### config.mk
export PLATFORM = sky130hd
export DESIGN_NAME = uart_transmitter
export DESIGN_NICKNAME = d
export VERILOG_FILES = /design/src/rtl/uart_pkg.sv /design/src/rtl/uart_baud_tick.sv /design/src/rtl/uart_transmitter.sv
export SDC_FILE = /design/constraint.sdc
export NUM_CORES = 1
export LEC_CHECK = 0
export CORE_UTILIZATION = 56
export CTS_CLUSTER_SIZE = 20
export DETAILED_ROUTE_END_ITERATION = 16
export PLACE_DENSITY_LB_ADDON = 0.3
export SYNTH_ARGS = -nofsm -noshare
export SYNTH_HDL_FRONTEND = slang
export SYNTH_HIERARCHICAL = 1
export SYNTH_SLANG_ARGS = --single-unit
### constraint.sdc
create_clock -name clk -period 3.27 [get_ports clk]
set_clock_uncertainty 0.15 [all_clocks]
set_input_delay 0.654 -clock clk [delete_from_list [all_inputs] [get_ports clk]]
set_output_delay 0.654 -clock clk [all_outputs]
set_load 0.01 [all_outputs]
### src/rtl/uart_pkg.sv
// Shared UART definitions: line state encoding, frame constants and a
// parity helper. Used by the transmitter and by a future receiver.
package uart_pkg;

   // Line-level FSM states. PARITY is only reachable when UART_PARITY_EN is defined.
   typedef enum logic [2:0] {
      IDLE,
      START,
      DATA,
      PARITY,
      STOP
   } uart_state_t;

   localparam int   DATA_BITS   = 8;
   localparam logic START_LEVEL = 1'b0;
   localparam logic STOP_LEVEL  = 1'b1;
   localparam logic IDLE_LEVEL  = 1'b1;

   // Even parity bit: XOR of all data bits.
   function automatic logic even_parity(input logic [DATA_BITS-1:0] d);
      return ^d;
   endfunction

endpackage

### src/rtl/uart_baud_tick.sv
// Bit-period timer. Counts 0..CyclesPerBit-1 and raises tick for one cycle
// at the last count, then wraps. clear holds the counter at zero so every
// bit period starts aligned to the cycle after clear drops.
module uart_baud_tick #(
   parameter int CyclesPerBit = 868
) (
   input  logic clk,
   input  logic rst,
   input  logic clear,
   output logic tick
);

   localparam int                CntW = (CyclesPerBit > 1) ? $clog2(CyclesPerBit) : 1;
   localparam logic [CntW-1:0]   LAST = CntW'(CyclesPerBit - 1);

   logic [CntW-1:0] cnt;

   assign tick = (cnt == LAST);

   // Free-running bit-period counter, held at zero while cleared.
   always_ff @(posedge clk or negedge rst) begin
      if (!rst) begin
         cnt <= '0;
      end else if (clear || tick) begin
         cnt <= '0;
      end else begin
         cnt <= cnt + 1'b1;
      end
   end

endmodule

### src/rtl/uart_transmitter.sv
// UART transmitter: accepts a byte on a valid/ready handshake and sends it
// as 8N1, LSB first, on a registered TX line that idles high.
// Build option: define UART_PARITY_EN to insert an even-parity bit between
// the last data bit and the stop bit (frame becomes 11 bit periods).
//
// Handshake: a byte transfers on a rising edge where DataInValid and
// DataInReady are both 1. DataInReady is decoded from registered state only
// (high exactly in IDLE), so it never depends on DataInValid. A valid
// presented while not ready is ignored; there is no buffering.
module uart_transmitter
   import uart_pkg::*;
#(
   parameter int ClockFreq = 100_000_000,
   parameter int BaudRate  = 115_200
) (
   input  logic       clk,
   input  logic       rst,
   input  logic [7:0] DataIn,
   input  logic       DataInValid,
   output logic       DataInReady,
   output logic       SOut
);

   localparam int CyclesPerBit = ClockFreq / BaudRate;
   localparam int BitCntW      = $clog2(DATA_BITS);

   generate
      if (CyclesPerBit < 2) begin : g_bad_baud
         $error("uart_transmitter: ClockFreq/BaudRate must be at least 2");
      end
   endgenerate

   uart_state_t              state;
   logic [DATA_BITS-1:0]     shift;
   logic [BitCntW-1:0]       bit_cnt;
   logic                     bit_tick;
   logic                     baud_clear;
`ifdef UART_PARITY_EN
   logic                     parity;
`endif

   // Bit timing restarts from zero whenever the line is idle.
   assign baud_clear  = (state == IDLE);
   assign DataInReady = (state == IDLE);

   uart_baud_tick #(
      .CyclesPerBit (CyclesPerBit)
   ) u_baud_tick (
      .clk   (clk),
      .rst   (rst),
      .clear (baud_clear),
      .tick  (bit_tick)
   );

   // Frame sequencer; SOut is registered and always set to the level of the
   // state being entered, so the line changes on the same edge as the state.
   always_ff @(posedge clk or negedge rst) begin
      if (!rst) begin
         state   <= IDLE;
         SOut    <= IDLE_LEVEL;
         shift   <= '0;
         bit_cnt <= '0;
`ifdef UART_PARITY_EN
         parity  <= 1'b0;
`endif
      end else begin
         case (state)
            IDLE: begin
               SOut <= IDLE_LEVEL;
               if (DataInValid) begin
                  shift <= DataIn;
`ifdef UART_PARITY_EN
                  parity <= even_parity(DataIn);
`endif
                  state <= START;
                  SOut  <= START_LEVEL;
               end
            end
            START: begin
               if (bit_tick) begin
                  state   <= DATA;
                  bit_cnt <= '0;
                  SOut    <= shift[0];
               end
            end
            DATA: begin
               if (bit_tick) begin
                  shift   <= {1'b0, shift[DATA_BITS-1:1]};
                  bit_cnt <= bit_cnt + 1'b1;
                  if (bit_cnt == BitCntW'(DATA_BITS - 1)) begin
`ifdef UART_PARITY_EN
                     state <= PARITY;
                     SOut  <= parity;
`else
                     state <= STOP;
                     SOut  <= STOP_LEVEL;
`endif
                  end else begin
                     SOut <= shift[1];
                  end
               end
            end
`ifdef UART_PARITY_EN
            PARITY: begin
               if (bit_tick) begin
                  state <= STOP;
                  SOut  <= STOP_LEVEL;
               end
            end
`endif
            STOP: begin
               if (bit_tick) begin
                  state <= IDLE;
                  SOut  <= IDLE_LEVEL;
               end
            end
            default: begin
               state <= IDLE;
               SOut  <= IDLE_LEVEL;
            end
         endcase
      end
   end

endmodule

After elaboration in Yosys (flattened, before gate mapping)
Cells that the tools add are included.
Widths: inputs -> output; s select.
{ "word_totals": {"ff_bits": 25, "output_inout_bits": 2, "word_cells": 43} }
{ "op_classes": {"n_addsub": 2, "n_eq_ne": 10, "muxes": 18, "reduce_logical": 8} }
{ "ops": {"columns": ["cell", "count"], "rows": [
  ["$mux 3", 6],
  ["$mux 8", 2],
  ["$pmux 8 s2", 1],
  ["$pmux 3 s4", 1],
  ["$add 10x1->10 const B", 1],
  ["$eq 10x10->1 const B", 1],
  ["$mux 10", 1],
  ["$reduce_and 3->1", 3],
  ["$eq 3x3->1 const B", 2],
  ["$ne 2x1->1 const B", 3],
  ["$pmux 3 s2", 1],
  ["$mux 1", 5],
  ["$reduce_and 5->1", 1],
  ["$ne 2x2->1 const B", 2],
  ["$pmux 1 s4", 1],
  ["$reduce_bool 2->1", 2],
  ["$add 3x1->3 const B", 1],
  ["$eq 3x1->1 const B", 1],
  ["$eq 3x2->1 const B", 1],
  ["$logic_not 3->1", 1],
  ["$logic_or 1x1->1", 1]
]} }

Depth between registers and ports, before layout
Gate-level depths: netlist of the first run.
{ "depth": {"depth_word": 4, "mapped_depth": 6, "depth_no_buf": 6} }

Hierarchy
The synthesis of the first run kept the hierarchy.
{ "modules_own_cells": {"columns": ["module", "instances", "cells_per_inst", "area_each_um2"], "rows": [
  ["uart_transmitter", 1, 79, 879.6],
  ["uart_baud_tick", 1, 52, 514.2]
]} }

Worst setup path before layout of the first run
OpenSTA, ideal clock, no wires.
{ "synth_path": {"path_kind": "register to register", "startpoint": "reg u_baud_tick.cnt[3]", "endpoint": "reg shift[0]", "t_arrival_ns": 2.179, "required_time_ns": 2.995, "slack_ns": 0.816, "path_stages_with_launch": 6, "period_less_slack_ns": 2.454, "path_cell_list": "dfrtp_1 > or4_4 > nor3_1 > mux2i_1 > nor3_4 > mux2_2"} }
{ "synth_via": {"elab_chain_len": 3} }
{ "synth_lines": {"columns": ["element", "line_no", "rtl"], "rows": [
  ["start, declared", "uart_baud_tick.sv:16", "logic [CntW-1:0] cnt;"],
  ["start signal, assigned", "uart_baud_tick.sv:27", "cnt <= cnt + 1'b1;"],
  ["$eq 10x10->1", "uart_baud_tick.sv:18", "assign tick = (cnt == LAST);"],
  ["net bit_tick", "uart_transmitter.sv:36", "logic bit_tick;"],
  ["$ne 2x1->1 (no source line)", null, null],
  ["$reduce_and 3->1 (no source line)", null, null],
  ["end signal, assigned", "uart_transmitter.sv:71", "shift <= DataIn;"],
  ["end signal, assigned", "uart_transmitter.sv:88", "shift <= {1'b0, shift[DATA_BITS-1:1]};"],
  ["end, declared", "uart_transmitter.sv:34", "logic [DATA_BITS-1:0] shift;"]
]} }
The timed path passes the listed nets, and every way through them passes these cells.
A chain may end at the register's enable or synchronous reset.

Worst setup path in the final report of the first run
{ "layout_path": {"startpoint": "reg state[0]", "endpoint": "out DataInReady"} }
{ "layout_via": {"elab_chain_len": 1} }
{ "layout_lines": {"columns": ["element", "line_no", "rtl"], "rows": [
  ["start, declared", "uart_transmitter.sv:33", "uart_state_t state;"],
  ["start signal, assigned", "uart_transmitter.sv:59", "state <= IDLE;"],
  ["start signal, assigned", "uart_transmitter.sv:75", "state <= START;"],
  ["start signal, assigned", "uart_transmitter.sv:81", "state <= DATA;"],
  ["$logic_not 3->1", "uart_transmitter.sv:44", "assign DataInReady = (state == IDLE);"],
  ["end, declared", "uart_transmitter.sv:20", "output logic DataInReady,"]
]} }
Every way passes these cells.

==> flow_summary.yaml, run 1 <==
cells_and_area:
  finish.net_count: 159
  synthToLayoutAreaGrowth_pct: 11.8
  final_cell_area_um2: 1560
  num_antenna_cells: 0
  final_layout_size_suffix_gt1_frac: 0.174
  fillCellCount: 174
  final_cells: 172
synthesis:
  synth.area.mux_share: 0.120
  async_reset_ff_frac: 1.00
  yosys.area_share.adder: 0.0269
  synth_top_family_by_area: "simple AND/OR/NAND/NOR gates"
  synth.yosys.seq_area_share: 0.450
  syn_area_um2: 1390
  synth_fp_nets: 145
  post_synth_and_or_nand_nor_area_fraction: 0.193
  synthesis.yosys.warnings: 6
  synth-compound-area-share: 0.148
  synth.distinct_cells: 38
  yosys-top-cells-area: "sky130_fd_sc_hd__dfrtp_1 (43%), sky130_fd_sc_hd__mux2_2 (11%), sky130_fd_sc_hd__nor2_1 (3.0%)"
  count_of_flip_flops_with_a_built_in_enable_after_synthesis: 0
  synth_xor_area_frac: 0.0251
  yosys.area.top_type: "sky130_fd_sc_hd__dfrtp_1"
  synth_top_flop_cell: "sky130_fd_sc_hd__dfrtp_1"
  post_synth.cell_area_avg_um2: 10.6
  synth.ff_latch_count: 25
  synthesis.instances: 131
  netlist.area_leader.share: 0.431
floorplanning:
  initial_utilization: 0.612
  std_cell_rows: 17
  floorplan.core_area_um2: 2280
  die-area_um2: 2690
  floorplan.die.height_um: 51.9
  ios: 13
  fp.dieW_um: 51.9
sta:
  setup_viol: 0
  max_slew_margin: 0.612
  max_freq_mhz: 362
  post-route-min-period_ns: 2.77
  final_max_slew_viol_count: 0
  tightestPinTransition_ns: 0.582
  timing_hold_violations_final: 0
  fin_tns_setup_ns: 0
  rsz0062_at_grt: "no"
  period_share: 0.846
global_routing:
  grt_start_max_net_pins: 26
  grt_first_pass_wirelength_mm: 4.57
  antenna_violations_before_repair: 0
  first_global_vias: 1081
  gr-usage-all-layers: 0.226
  grt-ovfl-total: 0
clock_tree:
  cts_htree_levels: 1
  cts.sink_count: 25
  cts_resized: 0
  postCtsSetupBuffers: 0
  cts_inserted_buffers: 3
  clkLatencyLatePin_ns: 0.31
  clk_pin_slew_worst_paths_ns: 0.13
  cts_root_buf: "sky130_fd_sc_hd__clkbuf_4"
  cts_buffer_depth: 2
  cts-hold-fix-buffers: 0
  cts_tree: "built"
routing:
  via_per_inst: 6.05
  dr.first_iter.drc_count: 25
  drt_pre_antenna_iters: 4
  vias: 1040
  drt-total-wl_mm: 2.55
  wl_per_cell_um: 14.8
  antenna_nets_post_route: 0
  route.detailed.drc: 0
critical_path:
  critical_path_required_ns: 2.47
  crit_path_start_kind: "flip-flop"
  crit_path_end_kind: "primary output"
  cp_data_arrival_time_ns: 1.96
  timing.setup.critical_path_class: "reg2out"
  timing.critical_path.fanout_max: 16
run_status:
  run_status: "completed"
worst_hold_path:
  hold_path.class: "reg2reg"
placed_design:
  placement.cell_area_um2: 1530
  place.port_buffers: 12
  place_inst: 168
  dpl.hpwl_mm: 1.84
  gpl.final_weighted_congestion: 0.761
run:
  max_cap_viol: 0
pwr:
  cellLeakagePower_nw: 0.606
  power_density_nw_per_um2: 457
  p_total_w: 0.000711
  power.ir.vdd_worst_mv: 0.349
## power breakdown
group / switching [W] / internal [W]
Sequential: 0.0000596 / 0.000363
Clock: 0.0000874 / 0.0000475
Combinational: 0.0000771 / 0.0000762
## synthesized netlist by cell type, types with 2 or more instances
| cell | count |
|---|---|
| sky130_fd_sc_hd__dfrtp_1 | 24 |
| sky130_fd_sc_hd__mux2_2 | 14 |
| sky130_fd_sc_hd__nor2_1 | 11 |
| sky130_fd_sc_hd__a21oi_1 | 7 |
| sky130_fd_sc_hd__o21ai_0 | 7 |
| sky130_fd_sc_hd__nand3_1 | 6 |
| sky130_fd_sc_hd__nor2b_1 | 6 |
| sky130_fd_sc_hd__inv_1 | 5 |
| sky130_fd_sc_hd__nand2_1 | 5 |
| sky130_fd_sc_hd__or3_1 | 5 |
| sky130_fd_sc_hd__o2bb2ai_1 | 4 |
| sky130_fd_sc_hd__a31oi_1 | 3 |
| sky130_fd_sc_hd__ha_1 | 3 |
| sky130_fd_sc_hd__xor2_1 | 3 |
| sky130_fd_sc_hd__buf_2 | 2 |
| sky130_fd_sc_hd__nand4_1 | 2 |
| sky130_fd_sc_hd__nor3_1 | 2 |
| sky130_fd_sc_hd__o31ai_1 | 2 |
## final cells by class
| class | count | area (um^2) | share of cell area |
|---|---|---|---|
| multi-input cells | 96 | 716 | 0.459 |
| flip-flops and latches | 25 | 627 | 0.402 |
| repair buffers | 14 | 135 | 0.0867 |
| well taps | 28 | 35.0 | 0.0225 |
| clock buffers | 4 | 26.3 | 0.0169 |
| inverters | 5 | 18.8 | 0.0120 |
## logic make-up after synthesis
group | Yosys count
AO/OA/AOI/OAI | 29
XOR/XNOR | 4
adder cells (fa/ha/maj) | 3
buffers and inverters | 10
flip-flops | 25
multiplexers | 15
AND/OR/NAND/NOR | 45
## metrics by stage
step                      hold slack, ns  setup slack (ns)  utilization
after global placement             0.335             0.877        0.673
after global routing               0.391             0.367        0.684
after floorplan                    0.208             0.816            -
after CTS                          0.374             0.501        0.684
final                              0.377             0.504        0.684
after detailed placement           0.344             0.832        0.673
## sequential cells by signal, summed over array words and instances, names as in the netlist
register and cells:
u_baud_tick/cnt 10, shift 8, bit_cnt 3, state 3
SOut 1
## final timing paths
path	from	to	slack, ns	cells past startpoint
worst max-delay path	state[0]$_DFFE_PN0P_	DataInReady	0.50	2
worst min-delay path	shift[5]$_DFFE_PN0P_	shift[5]$_DFFE_PN0P_	0.38	1
worst max register to register	u_baud_tick/cnt[2]$_DFF_PN0_	shift[3]$_DFFE_PN0P_	0.81	6
worst min register to register	shift[5]$_DFFE_PN0P_	shift[5]$_DFFE_PN0P_	0.38	1
max in group asynchronous	rst	SOut$_DFFE_PN1P_	2.14	2
min in group asynchronous	rst	u_baud_tick/cnt[9]$_DFF_PN0_	0.53	2
## metal layers
metal  up-vias  GRT usage  share of wire
li1        508          -              -
met1       513      0.285           0.46
met2        15      0.387           0.51
met3         4     0.0380          0.019
met4         0     0.0811          0.011
met5         -          0              0
## placed cells by master, fill, tap and decap left out, types with 2 or more instances in the layout
cell type                         instances
sky130_fd_sc_hd__dfrtp_1                 24
sky130_fd_sc_hd__mux2_2                  14
sky130_fd_sc_hd__clkdlybuf4s50_1         12
sky130_fd_sc_hd__nor2_1                  11
sky130_fd_sc_hd__o21ai_0                  7
sky130_fd_sc_hd__a21oi_1                  7
sky130_fd_sc_hd__nor2b_1                  6
sky130_fd_sc_hd__nand3_1                  6
sky130_fd_sc_hd__inv_1                    5
sky130_fd_sc_hd__nand2_1                  5
sky130_fd_sc_hd__or3_1                    5
sky130_fd_sc_hd__o2bb2ai_1                4
sky130_fd_sc_hd__a31oi_1                  3
sky130_fd_sc_hd__xor2_1                   3
sky130_fd_sc_hd__ha_1                     3
sky130_fd_sc_hd__clkbuf_4                 3
sky130_fd_sc_hd__nor3_1                   2
sky130_fd_sc_hd__buf_4                    2
sky130_fd_sc_hd__o31ai_1                  2
sky130_fd_sc_hd__nand4_1                  2
## critical path, cell delays in order (launching register included)
cell and delay [ns]:
sky130_fd_sc_hd__dfrtp_1 0.61, sky130_fd_sc_hd__nor3_1 0.44, sky130_fd_sc_hd__clkdlybuf4s50_1 0.61
Note: power is estimated with default switching activity, not from simulation.
==> run 2, diff against run 1 <==
--- a/config.mk
+++ b/config.mk
@@ -5,7 +5,7 @@
 export SDC_FILE = /design/constraint.sdc
 export NUM_CORES = 1
 export LEC_CHECK = 0
-export CORE_UTILIZATION = 56
+export CORE_UTILIZATION = 50
 export CTS_CLUSTER_SIZE = 20
 export DETAILED_ROUTE_END_ITERATION = 16
 export PLACE_DENSITY_LB_ADDON = 0.3
==> constraint.sdc (replaced) <==
create_clock -name clk -period 2.3 [get_ports clk]
set_clock_uncertainty 0.15 [all_clocks]
set_input_delay 0.46 -clock clk [delete_from_list [all_inputs] [get_ports clk]]
set_output_delay 0.46 -clock clk [all_outputs]
set_load 0.01 [all_outputs]
==> flow_summary.yaml, run 2 (synthesized netlist as in run 1, its figures left out) <==
run_status:
  run_status: "completed"
cells_and_area:
  final_layout_size_suffix_gt1_frac: 0.225
  largest_register_ffs: 10
  final_cell_mix: "sky130_fd_sc_hd__dfrtp_1 (24), sky130_fd_sc_hd__mux2_2 (14), sky130_fd_sc_hd__clkdlybuf4s50_1 (12), sky130_fd_sc_hd__nor2_1 (11), sky130_fd_sc_hd__buf_4 (9)"
  final_cell_area_um2: 1630
  biggestRegsByFlops: "u_baud_tick/cnt: 10 flops, shift: 8 flops"
  most_common_library_cell_in_the_layout_ignoring_fill_and_taps: "sky130_fd_sc_hd__dfrtp_1"
  fillCellCount: 203
  multi_input_comb_area_um2: 732
  finish.net_count: 166
  registers.top_by_ff_count: "u_baud_tick/cnt"
  num_antenna_cells: 0
  synthToLayoutAreaGrowth_pct: 16.9
  storage_cell_area_um2: 627
clock_tree:
  cts_resized: 1
  cts_buffer_depth: 2
  clk_pin_slew_worst_paths_ns: 0.12
  cts_tree: "built"
  cts_inserted_buffers: 3
  cts.sink_count: 25
  clkLatencyLatePin_ns: 0.32
  cts-hold-fix-buffers: 0
  cts_htree_levels: 1
  postCtsSetupBuffers: 0
  cts_root_buf: "sky130_fd_sc_hd__clkbuf_4"
pwr:
  power_density_nw_per_um2: 643
  power_frac_seq: 0.558
  p_sw_w: 0.000326
  pwr-share-clk: 0.183
  internal-power_w: 0.000721
  power.ir.vdd_worst_mv: 0.530
  switching_share: 0.312
  cellLeakagePower_nw: 0.654
  comb_power_share: 0.259
global_routing:
  gr-usage-all-layers: 0.200
  grt_first_pass_wirelength_mm: 4.11
  first_global_vias: 974
  antenna_violations_before_repair: 0
  grt-ovfl-total: 0
  grt_start_max_net_pins: 18
placed_design:
  gpl.final_weighted_congestion: 0.745
  placement.cell_area_um2: 1600
  dpl.hpwl_mm: 1.96
  place.port_buffers: 12
critical_path:
  timing.setup.critical_path_class: "reg2out"
  critical_path_required_ns: 1.69
  r2r-start: "u_baud_tick/cnt[3]$_DFF_PN0_"
  crit_path_end_kind: "primary output"
  crit_path_end: "DataInReady"
  register_to_register_setup_slack_ns: 0.09
  worst_setup_path_startpoint: "state[0]$_DFFE_PN0P_"
  timing.critical_path.fanout_max: 4
  cp_data_arrival_time_ns: 1.61
  reg2regPathDepth: 5
  crit_path_start_kind: "flip-flop"
  timing.rr.end: "shift[6]$_DFFE_PN0P_"
routing:
  via_per_inst: 5.66
  drt_pre_antenna_iters: 4
  wl_per_cell_um: 14.2
  antenna_nets_post_route: 0
  route.detailed.drc: 0
  vias: 1025
  dr.first_iter.drc_count: 10
  drt-total-wl_mm: 2.57
floorplanning:
  std_cell_rows: 18
  floorplan.core_area_um2: 2540
  ios: 13
  initial_utilization: 0.548
  fp.dieW_um: 54.8
  die-area_um2: 3000
  floorplan.die.height_um: 54.8
sta:
  setup_viol: 0
  max_slew_margin: 0.723
  max_freq_mhz: 450
  period_share: 0.967
  post-route-min-period_ns: 2.22
  fin_tns_setup_ns: 0
  final_max_slew_viol_count: 0
  timing_hold_violations_final: 0
  tightestPinTransition_ns: 0.414
  rsz0062_at_grt: "no"
run:
  max_cap_viol: 0
worst_hold_path:
  hold_path.class: "in2async"
## run 2: worst max-delay path, stage by stage (launching register included)
cell	delay, ns
sky130_fd_sc_hd__dfrtp_1	0.41
sky130_fd_sc_hd__nor3_2	0.29
sky130_fd_sc_hd__clkdlybuf4s50_1	0.59
## run 2: layout make-up
class	count	area share
repair buffers	21	0.115
flip-flops and latches	25	0.385
multi-input cells	96	0.449
inverters	5	0.0115
clock buffers	4	0.0161
well taps	30	0.0230
## run 2: worst min-delay path by stage
stage | startpoint | slack (ns) | cells after the start | to
detailed placement | shift[7]$_DFFE_PN0P_ | 0.34 | 1 | shift[7]$_DFFE_PN0P_
CTS | rst | 0.27 | 1 | bit_cnt[1]$_DFFE_PN0P_
global placement | shift[2]$_DFFE_PN0P_ | 0.33 | 1 | shift[2]$_DFFE_PN0P_
floorplan | rst | 0.01 | 0 | bit_cnt[0]$_DFFE_PN0P_
finish | rst | 0.27 | 1 | bit_cnt[2]$_DFFE_PN0P_
global route | rst | 0.29 | 1 | bit_cnt[1]$_DFFE_PN0P_
## run 2: per-layer routing
| layer | track usage | vias to the layer above | part of all wire |
|---|---|---|---|
| met5 | 0 | - | 0 |
| met4 | 0.103 | 0 | 0.017 |
| met3 | 0.0333 | 4 | 0.018 |
| met2 | 0.341 | 9 | 0.51 |
| met1 | 0.238 | 488 | 0.46 |
| li1 | - | 524 | - |
## run 2: metrics by stage
stage | total power (W) | hold slack, ns | worst slack, ns | std cells | util
floorplan | 0.000753 | 0.0144 | 0.0315 | 131 | -
global placement | 0.000849 | 0.334 | 0.0991 | 177 | 0.628
detailed placement | 0.000867 | 0.344 | 0.0254 | 177 | 0.628
CTS | 0.00106 | 0.269 | 0.0509 | 181 | 0.640
global route | 0.00113 | 0.289 | 0.0123 | 181 | 0.640
finish | 0.00105 | 0.272 | 0.0767 | 181 | 0.640
## run 2: power groups by stage
stage          registers, W  logic, W  clock network, W
5_1_grt            0.000600  0.000309          0.000218
3_5_place_dp       0.000594  0.000273                 0
2_1_floorplan      0.000589  0.000164                 0
6_report           0.000585  0.000271          0.000192
4_1_cts            0.000584  0.000274          0.000204
3_3_place_gp       0.000589  0.000260                 0
